File: src/rtl/neuron_sched_pkg.sv
// Shared sizing, reset constants, config addresses and FSM encoding for the LIF neuron scheduler.
// Latency: n/a (package only).
// Backpressure: n/a (package only).
package neuron_sched_pkg;
    localparam int N_STAGES  = 5;
    localparam int INPUTS    = 2 ** N_STAGES;
    localparam int OUT_PREC  = N_STAGES + 2;
    localparam int N_NEURONS = 4;
    localparam int BYTES     = INPUTS / 8;
    localparam int IDX_W     = $clog2(N_NEURONS);
    localparam int BSEL_W    = $clog2(BYTES);
    localparam int ADDR_W    = IDX_W + BSEL_W + 1;

    localparam logic [OUT_PREC-1:0] RESET_MINUS_TETA = OUT_PREC'(-5);

    // Global config lives in the upper half of the address map; only these two
    // exact addresses are decoded, everything else up there is ignored.
    localparam logic [ADDR_W-1:0] CFG_TETA  = ADDR_W'(1 << (ADDR_W - 1));
    localparam logic [ADDR_W-1:0] CFG_SHIFT = CFG_TETA | ADDR_W'(1);

    typedef enum logic [1:0] {
        COLLECT,
        EVAL,
        REPORT
    } sched_state_t;
endpackage

File: src/rtl/neuron_state_bank.sv
// Per-neuron weight / membrane / spike register file: one read port, one state write, one byte weight write.
// Latency: reads are combinational from registers; writes visible the cycle after.
// Backpressure: none; writes always accepted, clear zeroes U/S and keeps weights.
// Ports: rd_* read port; st_* state write-back; w_* byte-wide weight write; clear soft reset.
module neuron_state_bank
    import neuron_sched_pkg::*;
(
    input  logic                clk,
    input  logic                rst_n,
    input  logic                clear,
    input  logic [IDX_W-1:0]    rd_idx,
    output logic [INPUTS-1:0]   rd_w,
    output logic [OUT_PREC-1:0] rd_u,
    output logic                rd_s,
    input  logic                st_we,
    input  logic [IDX_W-1:0]    st_idx,
    input  logic [OUT_PREC-1:0] st_u,
    input  logic                st_s,
    input  logic                w_we,
    input  logic [IDX_W-1:0]    w_idx,
    input  logic [BSEL_W-1:0]   w_byte,
    input  logic [7:0]          w_data
);
    logic [INPUTS-1:0]   w_mem [N_NEURONS];
    logic [OUT_PREC-1:0] u_mem [N_NEURONS];
    logic [N_NEURONS-1:0] s_mem;

    // Weights survive clear; only reset wipes them.
    always_ff @(posedge clk or negedge rst_n) begin
        if (!rst_n) begin
            for (int i = 0; i < N_NEURONS; i++) w_mem[i] <= '0;
        end else if (w_we) begin
            w_mem[w_idx][{w_byte, 3'b000} +: 8] <= w_data;
        end
    end

    always_ff @(posedge clk or negedge rst_n) begin
        if (!rst_n) begin
            for (int i = 0; i < N_NEURONS; i++) u_mem[i] <= '0;
            s_mem <= '0;
        end else if (clear) begin
            for (int i = 0; i < N_NEURONS; i++) u_mem[i] <= '0;
            s_mem <= '0;
        end else if (st_we) begin
            u_mem[st_idx] <= st_u;
            s_mem[st_idx] <= st_s;
        end
    end

    assign rd_w = w_mem[rd_idx];
    assign rd_u = u_mem[rd_idx];
    assign rd_s = s_mem[rd_idx];
endmodule

File: src/rtl/neuron_tmux_scheduler.sv
// Time-multiplexes one shared LIF datapath over N_NEURONS virtual neurons, one neuron per cycle.
// Latency: BYTES accepted input cycles + N_NEURONS eval cycles + 1 report cycle per timestep.
// Backpressure: in_ready only in COLLECT; the source holds its byte during EVAL/REPORT.
// Ports: in_* serial spike bytes; cfg_* weight/threshold/leak writes; nrn_* shared datapath
// interface; spike_valid/spike_vec per-timestep result; busy while evaluating or reporting.
module neuron_tmux_scheduler
    import neuron_sched_pkg::*;
(
    input  logic                 clk,
    input  logic                 rst_n,
    input  logic                 in_valid,
    input  logic [7:0]           in_data,
    output logic                 in_ready,
    input  logic                 cfg_we,
    input  logic [ADDR_W-1:0]    cfg_addr,
    input  logic [7:0]           cfg_data,
    input  logic                 clear,
    output logic [INPUTS-1:0]    nrn_w,
    output logic [INPUTS-1:0]    nrn_x,
    output logic [2:0]           nrn_shift,
    output logic [OUT_PREC-1:0]  nrn_minus_teta,
    output logic [OUT_PREC-1:0]  nrn_prev_u,
    output logic                 nrn_was_spike,
    input  logic [OUT_PREC-1:0]  nrn_u_out,
    input  logic                 nrn_spike,
    output logic                 spike_valid,
    output logic [N_NEURONS-1:0] spike_vec,
    output logic                 busy
);
    sched_state_t         state;
    logic [BSEL_W-1:0]    bcnt;
    logic [IDX_W-1:0]     idx;
    logic [INPUTS-1:0]    x;
    logic [N_NEURONS-1:0] spike_vec_next;
    logic [OUT_PREC-1:0]  minus_teta;
    logic [2:0]           shift;

    logic                 in_eval;
    logic [IDX_W-1:0]     rd_idx;
    logic                 w_we;

    assign in_eval  = (state == EVAL);
    assign in_ready = (state == COLLECT);
    assign busy     = (state == EVAL) || (state == REPORT);

    // Outside EVAL the datapath always sees neuron 0 so its inputs stay quiet.
    assign rd_idx = in_eval ? idx : '0;
    assign w_we   = cfg_we && !cfg_addr[ADDR_W-1];

    neuron_state_bank u_bank (
        .clk    (clk),
        .rst_n  (rst_n),
        .clear  (clear),
        .rd_idx (rd_idx),
        .rd_w   (nrn_w),
        .rd_u   (nrn_prev_u),
        .rd_s   (nrn_was_spike),
        .st_we  (in_eval && !clear),
        .st_idx (idx),
        .st_u   (nrn_u_out),
        .st_s   (nrn_spike),
        .w_we   (w_we),
        .w_idx  (cfg_addr[ADDR_W-2:BSEL_W]),
        .w_byte (cfg_addr[BSEL_W-1:0]),
        .w_data (cfg_data)
    );

    // Global config is independent of the FSM and of clear.
    always_ff @(posedge clk or negedge rst_n) begin
        if (!rst_n) begin
            minus_teta <= RESET_MINUS_TETA;
            shift      <= 3'd0;
        end else if (cfg_we) begin
            if (cfg_addr == CFG_TETA)  minus_teta <= cfg_data[OUT_PREC-1:0];
            if (cfg_addr == CFG_SHIFT) shift      <= cfg_data[2:0];
        end
    end

    always_ff @(posedge clk or negedge rst_n) begin
        if (!rst_n) begin
            state          <= COLLECT;
            bcnt           <= '0;
            idx            <= '0;
            x              <= '0;
            spike_vec      <= '0;
            spike_vec_next <= '0;
            spike_valid    <= 1'b0;
        end else if (clear) begin
            // Aborts any timestep in flight; a byte offered this cycle is dropped.
            state          <= COLLECT;
            bcnt           <= '0;
            idx            <= '0;
            x              <= '0;
            spike_vec      <= '0;
            spike_vec_next <= '0;
            spike_valid    <= 1'b0;
        end else begin
            spike_valid <= 1'b0;
            case (state)
                COLLECT: begin
                    if (in_valid) begin
                        x <= {x[INPUTS-9:0], in_data};
                        if (bcnt == BSEL_W'(BYTES - 1)) begin
                            bcnt  <= '0;
                            idx   <= '0;
                            state <= EVAL;
                        end else begin
                            bcnt <= bcnt + BSEL_W'(1);
                        end
                    end
                end
                EVAL: begin
                    spike_vec_next[idx] <= nrn_spike;
                    // N_NEURONS is a power of two, so the index wraps back to 0.
                    idx <= idx + IDX_W'(1);
                    if (idx == IDX_W'(N_NEURONS - 1)) state <= REPORT;
                end
                REPORT: begin
                    spike_vec   <= spike_vec_next;
                    spike_valid <= 1'b1;
                    bcnt        <= '0;
                    state       <= COLLECT;
                end
                default: state <= COLLECT;
            endcase
        end
    end

    assign nrn_x          = x;
    assign nrn_shift      = shift;
    assign nrn_minus_teta = minus_teta;
endmodule
File: config.mk
export PLATFORM = sky130hd
export DESIGN_NAME = neuron_tmux_scheduler
export DESIGN_NICKNAME = d
export VERILOG_FILES = /design/src/rtl/neuron_sched_pkg.sv /design/src/rtl/neuron_state_bank.sv /design/src/rtl/neuron_tmux_scheduler.sv
export SDC_FILE = /design/constraint.sdc
export NUM_CORES = 1
export LEC_CHECK = 0
export BUFFER_PORTS_ARGS = -buffer_cell sky130_fd_sc_hd__buf_2
export CORE_AREA = 10 10 152 154
export DETAILED_ROUTE_END_ITERATION = 6
export DIE_AREA = 0 0 162 164
export GPL_TIMING_DRIVEN = 0
export PLACE_DENSITY_LB_ADDON = 0.08
export SETUP_SLACK_MARGIN = 0.1
export SLEW_MARGIN = 20
export SYNTH_ARGS = -nofsm -noshare
export SYNTH_HDL_FRONTEND = slang
export SYNTH_HIERARCHICAL = 1
export SYNTH_SLANG_ARGS = --single-unit
File: constraint.sdc
create_clock -name clk -period 2.4 [get_ports clk]
set_input_delay 0.24 -clock clk [delete_from_list [all_inputs] [get_ports clk]]
set_output_delay 0.24 -clock clk [all_outputs]
set_load 0.05 [all_outputs]
# Yosys cells after proc, flatten, opt, wreduce, memory -nomap -nowiden
# Index checks and enable logic that the tools add are counted.
[totals]
ff_bits = 217
inputBits = 34
out_inout_bits = 89
wordCells = 110
[classes]
addsub = 3
magnitude_cmp = 8
eq_ne = 9
n_shift = 2
n_mux = 45
bitwise = 3
reduce_logical = 22
[op_table]
columns = ["operator", "n"]
rows = [
  ["32-bit 2-to-1 mux", 6],
  ["128-bit bitwise mux", 1],
  ["32-bit binary-select mux with 2-bit select", 1],
  ["32-bit demux with 2-bit select", 1],
  ["28-bit 2-to-1 mux", 2],
  ["8-bit by 7-bit variable shift with 32-bit output (first input constant)", 1],
  ["8-bit by 7-bit indexed part select with 32-bit output", 1],
  ["28-bit bitwise mux", 1],
  ["4-bit 2-to-1 mux", 6],
  ["2-bit 2-to-1 mux", 11],
  ["7-bit 2-to-1 mux", 3],
  ["7-bit binary-select mux with 2-bit select", 1],
  ["7-bit demux with 2-bit select", 1],
  ["2-bit case mux with 2 select lines", 3],
  ["5-bit == test (second input constant)", 2],
  ["2-bit nonzero test", 5],
  ["3-bit greater-or-equal comparator (second input constant)", 3],
  ["2-bit inverter with 3-bit output", 3],
  ["4-bit bitwise mux", 2],
  ["2-bit AND reduction", 4],
  ["5-bit negation with 7-bit output", 1],
  ["2-bit == test (second input constant)", 3],
  ["2-bit by 3-bit less-than comparator with 1-bit output (second input constant)", 2],
  ["3-bit by 1-bit less-than comparator with 1-bit output (second input constant)", 2],
  ["14 further kinds", 26],
]

# Logic depth before layout (Yosys ltp)
[logic_depth]
ltp_word = 8
depth_mapped = 8
mapped_depth_nobuf = 6

# Cells and area by module
# Netlist, hierarchy kept.
[modules_own_cells]
columns = ["module", "n_inst", "cells_each", "area_per_inst_um2", "seq_area_each_um2"]
rows = [
  ["neuron_state_bank", 1, 624, 7290.7, 4003.8],
  ["neuron_tmux_scheduler", 1, 248, 2524.9, 1433.9],
]

# Worst setup path after synthesis
# Ideal clock, no wire load.
[synth_path]
kind = "flip-flop to output port"
start = "reg state[1]"
end = "out nrn_prev_u[0]"
t_arrival_ns = 2.174
t_required_ns = 2.160
slack_ns = -0.014
stages_incl_launch_ff = 8
path_buffers = 3
path_cell_list = "dfrtp_1 > inv_1 > ha_1 > clkbuf_1 > and2_1 > clkbuf_1 > buf_4 > mux4_2"
[synth_between]
elab_chain_cells = 6
[synth_lines]
columns = ["item", "line_no", "rtl"]
rows = [
  ["start: declaration", "neuron_tmux_scheduler.sv:30", "sched_state_t state;"],
  ["start signal: assignment", "neuron_tmux_scheduler.sv:81", "state <= COLLECT;"],
  ["start signal: assignment", "neuron_tmux_scheduler.sv:90", "state <= COLLECT;"],
  ["start signal: assignment", "neuron_tmux_scheduler.sv:106", "state <= EVAL;"],
  ["2-bit by 1-bit == test with 1-bit output", "neuron_tmux_scheduler.sv:42", "assign in_eval = (state == EVAL);"],
  ["2-bit 2-to-1 mux", "neuron_tmux_scheduler.sv:47", "assign rd_idx = in_eval ? idx : '0;"],
  ["named net rd_idx[0]", "neuron_tmux_scheduler.sv:39", "logic [IDX_W-1:0] rd_idx;"],
  ["2-bit inverter with 3-bit output (not written as such)", "neuron_state_bank.sv:51", "assign rd_u = u_mem[rd_idx];"],
  ["7-bit binary-select mux with 2-bit select", "neuron_state_bank.sv:51", ""],
  ["7-bit 2-to-1 mux (not written as such) (2 in series)", "neuron_state_bank.sv:51", ""],
  ["end: declaration", "neuron_tmux_scheduler.sv:22", "output logic [OUT_PREC-1:0] nrn_prev_u,"],
]
# The timed path passes the listed nets, and every way through them passes these cells. The select of a mux whose other input is x is not followed.

# Worst setup path in the final report
[layout_path]
start = "reg state[1]"
end = "out nrn_w[12]"
[layout_between]
elab_chain_cells = 6
[layout_lines]
columns = ["item", "line_no", "rtl"]
rows = [
  ["2-bit by 1-bit == test with 1-bit output", "neuron_tmux_scheduler.sv:42", ""],
  ["2-bit 2-to-1 mux", "neuron_tmux_scheduler.sv:47", ""],
  ["named net rd_idx[0]", "neuron_tmux_scheduler.sv:39", ""],
  ["2-bit inverter with 3-bit output (not written as such)", "neuron_state_bank.sv:50", "assign rd_w = w_mem[rd_idx];"],
  ["32-bit binary-select mux with 2-bit select", "neuron_state_bank.sv:50", ""],
  ["32-bit 2-to-1 mux (not written as such) (2 in series)", "neuron_state_bank.sv:50", ""],
  ["end: declaration", "neuron_tmux_scheduler.sv:18", "output logic [INPUTS-1:0] nrn_w,"],
]
# The timed path passes the listed nets, and every way through them passes these cells. The select of a mux whose other input is x is not followed.

==> results by stage <==
Outcome:
- The flow ran to the end, but the final reports show violations.
- The checks that failed: negative setup slack.

Critical path:
- The critical path is of the reg2out type.
- STA classifies the critical path endpoint as an output port.
- The data required time of the worst path is 2160 ps.
- The worst setup path is launched from a register.
- The arrival time of data at the critical path endpoint is 2440 ps.
- The maximum net fanout on the critical path is 5.

Routing:
- The first-pass detailed-route iteration total is 4.
- In this run the top signal layer used is met4.
- The ratio of routed vias to standard cells is 5.34.
- In this run the remaining antenna-violating nets after routing total 0.
- The length of routed met3 wiring is approximately 1400 µm.
- After detailed routing, the met2 layer carries 12200 µm of wire.
- After detailed routing, the wire length on met1 is 11100 µm.
- The initial DRC count is 421.
- Summed over all layers, the routed wires come to 25100 µm.
- The count of unresolved DRC violations after routing is 0.
- Dividing the detail-routed wire length by the instance count gives 18.8 µm.
- Across all layers, the routed design uses 7121 vias.

STA:
- The shortest period the worst path allows is roughly 2700 ps.
- Based on the critical path, the design can be clocked at up to around 0.37 GHz.
- Setup repair after global routing could not meet its margin everywhere.
- The final hold violation count is 0.
- Final hold analysis gives a worst-case slack of roughly 22 ps.
- The final setup slack of the worst path is -283 ps.
- The number of pins with negative max-slew slack in the final report is 0.
- Summed over all failing endpoints, the final setup total negative slack is -9120 ps.
- The largest clock skew in the final design is 8.02 ps.
- The number of setup violations in the final report is 40.
- In the finished design, the share of the clock period the worst path needs comes to 112%.
- For the pin with the worst max-slew slack, the measured transition is 731 ps.
- The worst relative slew slack is between 50% and 60%.

Power and ir drop:
- For this design the static power due to leakage is 5.79 nW.
- The cell-internal power is between 0.006 and 0.007 W.
- The analysis attributes to net switching a power of 0.00251 W.
- The post-layout total power is 0.00925 W.
- The net switching share of the total power is 27.1%.
- The clock share of power is 41.4%.
- In this run, flip-flops and latches consume 43.0% of the power.
- The part of the total power dissipated in combinational logic is 15.6%.
- The worst IR drop on VDD is 0.630 mV.
- Dividing total power by cell area gives a power density of 751 mW/mm².

Final layout:
- The repair_antennas step left the layout with diodes totalling 0.
- The number of nets in the layout is 1093.
- The final instance area is 0.0123 mm².
- Relative to the synthesized area, the layout overhead comes to 25.4%.
- The layout has 1743 filler cells.
- The post-route netlist has 27.6% of its cells at a drive strength greater than 1.
- The commonest non-fill, non-tap cell in the layout is sky130_fd_sc_hd__nand2_1.
- The library cells used most frequently in the layout, excluding fill and tap cells, are 234 x sky130_fd_sc_hd__nand2_1, 211 x sky130_fd_sc_hd__dfrtp_1, 97 x sky130_fd_sc_hd__buf_2, 81 x sky130_fd_sc_hd__o21ai_0, 47 x sky130_fd_sc_hd__o21ai_1.

GRT:
- The global-route wire length before repair is 40700 µm.
- The total track usage is about a fifth.
- The overflow left after global routing is 0.
- Entering global routing, the biggest net connects around 80 pins.
- The via count of the first global-routing pass is around 7500.
- The number of antenna violations at the first check in global routing was 0.

Synth:
- The post-synthesis cell count is 872.
- In this run the biggest area consumer among cell types represents 53.8% of the synthesized area.
- The number of nets in the synthesized netlist is 920.
- The flop and latch count out of synthesis is 217.
- By area the synthesized netlist is led by sky130_fd_sc_hd__dfrtp_1 54%, sky130_fd_sc_hd__mux4_2 9.2%, sky130_fd_sc_hd__nand2_1 8.9%, sky130_fd_sc_hd__o21ai_0 4.1%, sky130_fd_sc_hd__mux2i_1 3.7%.
- The number of warnings issued by yosys is 6.
- Summing every instance area after synthesis gives 0.00982 mm².
- The largest area contributor in the synthesized netlist is sky130_fd_sc_hd__dfrtp_1.
- For this run, the register share of the synthesized area comes to 55.4%.
- The count of unique library cells instantiated by Yosys is between 40 and 50.
- The mean instance size in the synthesized netlist is around 11 µm².

Placed design:
- The total half-perimeter wirelength after legalization and detailed placement is 16800 µm.
- At the end of routability-driven placement, the weighted congestion stood at 0.783.
- Input and output buffers added on the ports amount to 122.
- The total cell area at the placement stage is 0.0108 mm².

Die:
- The die is 162 µm wide.
- The initial cell density of the core is just under 50%.
- The core region is 0.0200 mm².
- The number of placement rows is 52.
- The die covers 0.0266 mm².
- The number of top-level pins is approximately 120.
- The die span in y is about 160 µm.

Clocking:
- For the worst-skew pair, the clock arrives at the later sink with an insertion delay of roughly 500 ps.
- After clock tree synthesis, the clock-pin slew on the worst setup and hold paths is around 60 ps.
- The count of clock tree sinks is roughly 220.
- TritonCTS built the clock tree.
- In this run the number of H-tree levels came out at 1.
- The clock root buffer master is sky130_fd_sc_hd__clkbuf_16.
- The clock tree buffer depth is 3.
- The number of CTS-inserted buffers is 25.

Hold path:
- The path class of the tightest hold or removal check is in2reg.

Job:
- The number of max-cap violations is 0.
==> synth_stat cells, drive strengths merged <==
library cell	count
or4b	2
nand3b	3
clkbuf	20
and3	1
nand4bb	4
mux2	12
and3b	1
mux4	40
mux2i	36
o22a	1
a21oi	39
nor3	2
buf	34
or2	1
ha	14
a21boi	1
nor2b	5
nor4bb	1
inv	7
nor4b	2
o221a	1
nand2b	1
nand2	234
a211o	2
and2	4
dfrtp	211
nand3	5
nand4	4
a2111oi	1
nor4	1
nor2	36
o21ai	128
nor3b	3
dfstp	6
or4	1
nand4b	8
==> layout make-up <==
type | instances | area (µm²) | share of cell area, %
buffer | 54 | 380 | 3.09
multi-input combinational | 594 | 4070 | 33.1
inverter | 7 | 26.3 | 0.214
clock inverter | 12 | 144 | 1.17
tap | 270 | 338 | 2.75
clock buffer | 33 | 696 | 5.65
timing repair buffer | 146 | 1220 | 9.88
sequential | 217 | 5440 | 44.2
==> critical path, cell delays in order (launching register included) <==
cell	delay (ps)
sky130_fd_sc_hd__dfrtp_1	390
sky130_fd_sc_hd__inv_2	80
sky130_fd_sc_hd__ha_4	150
sky130_fd_sc_hd__buf_8	90
sky130_fd_sc_hd__and2_4	130
sky130_fd_sc_hd__buf_8	120
sky130_fd_sc_hd__buf_6	130
sky130_fd_sc_hd__buf_12	130
sky130_fd_sc_hd__mux4_2	530
sky130_fd_sc_hd__buf_8	170
==> kinds of logic (layout without fill, tap and decap cells) <==
family / Yosys count / count (layout) / synth area share, %
multiplexers: 88 / 88 / 14.2
adder cells (fa/ha/maj): 14 / 14 / 1.78
flip-flops: 217 / 217 / 55.4
AO/OA/AOI/OAI: 173 / 173 / 9.06
AND/OR/NAND/NOR: 319 / 319 / 16.2
buffers and inverters: 61 / 252 / 3.30
==> state kept, by name, indices dropped and copies added (netlist names) <==
register	count
bcnt	2
idx	2
nrn_minus_teta	7
nrn_shift	3
nrn_x	32
spike_valid	1
spike_vec	4
spike_vec_next	4
state	2
u_bank/s_mem	4
u_bank/u_mem	28
u_bank/w_mem	128
==> through the flow <==
| step | util [%] | std cells | setup WS [ps] |
|---|---|---|---|
| 2_1_floorplan | - | 872 | 83.8 |
| 3_3_place_gp | 53.7 | 1264 | -2810 |
| 3_5_place_dp | 54.0 | 1266 | -473 |
| 4_1_cts | 61.3 | 1331 | -336 |
| 5_1_grt | 61.4 | 1333 | -361 |
| 6_report | 61.4 | 1333 | -283 |
==> repair_timing <==
action                                  CTS  global route
setup buffers                             8             2
endpoints found under the hold margin    72             0
resized for setup                       116             5
gates cloned                              3             0
endpoints found under the setup margin   40            40
hold buffers                              9             0
==> final timing paths <==
check | startpoint | to | slack (ps) | cells after the start
worst max register to register | state[1]$_DFFE_PN0P_ | u_bank/u_mem[2]$_DFFE_PN0P_ | 350 | 7
max in group asynchronous | rst_n | nrn_minus_teta[3]$_DFFE_PN1P_ | 950 | 4
min in group asynchronous | rst_n | u_bank/u_mem[24]$_DFFE_PN0P_ | 260 | 2
worst min-delay path | nrn_u_out[5] | u_bank/u_mem[26]$_DFFE_PN0P_ | 20 | 3
worst min register to register | u_bank/w_mem[65]$_DFFE_PN0P_ | u_bank/w_mem[65]$_DFFE_PN0P_ | 470 | 2
worst max-delay path | state[1]$_DFFE_PN0P_ | nrn_w[12] | -280 | 9
==> power by group through the flow <==
stage               clock network, W  logic, W  registers [W]
floorplan                          0  0.000712        0.00421
global route                 0.00407   0.00157        0.00400
finish                       0.00383   0.00144        0.00398
CTS                          0.00392   0.00145        0.00397
global placement                   0   0.00127        0.00403
detailed placement                 0   0.00130        0.00403
==> per-layer routing <==
| layer | GRT usage (%) | vias to the layer above |
|---|---|---|
| met2 | 31.1 | 165 |
| met3 | 3.65 | 32 |
| met4 | 4.51 | 0 |
| li1 | - | 3385 |
| met1 | 25.2 | 3539 |
| met5 | 0 | - |
(Power assumes the default switching activity.)
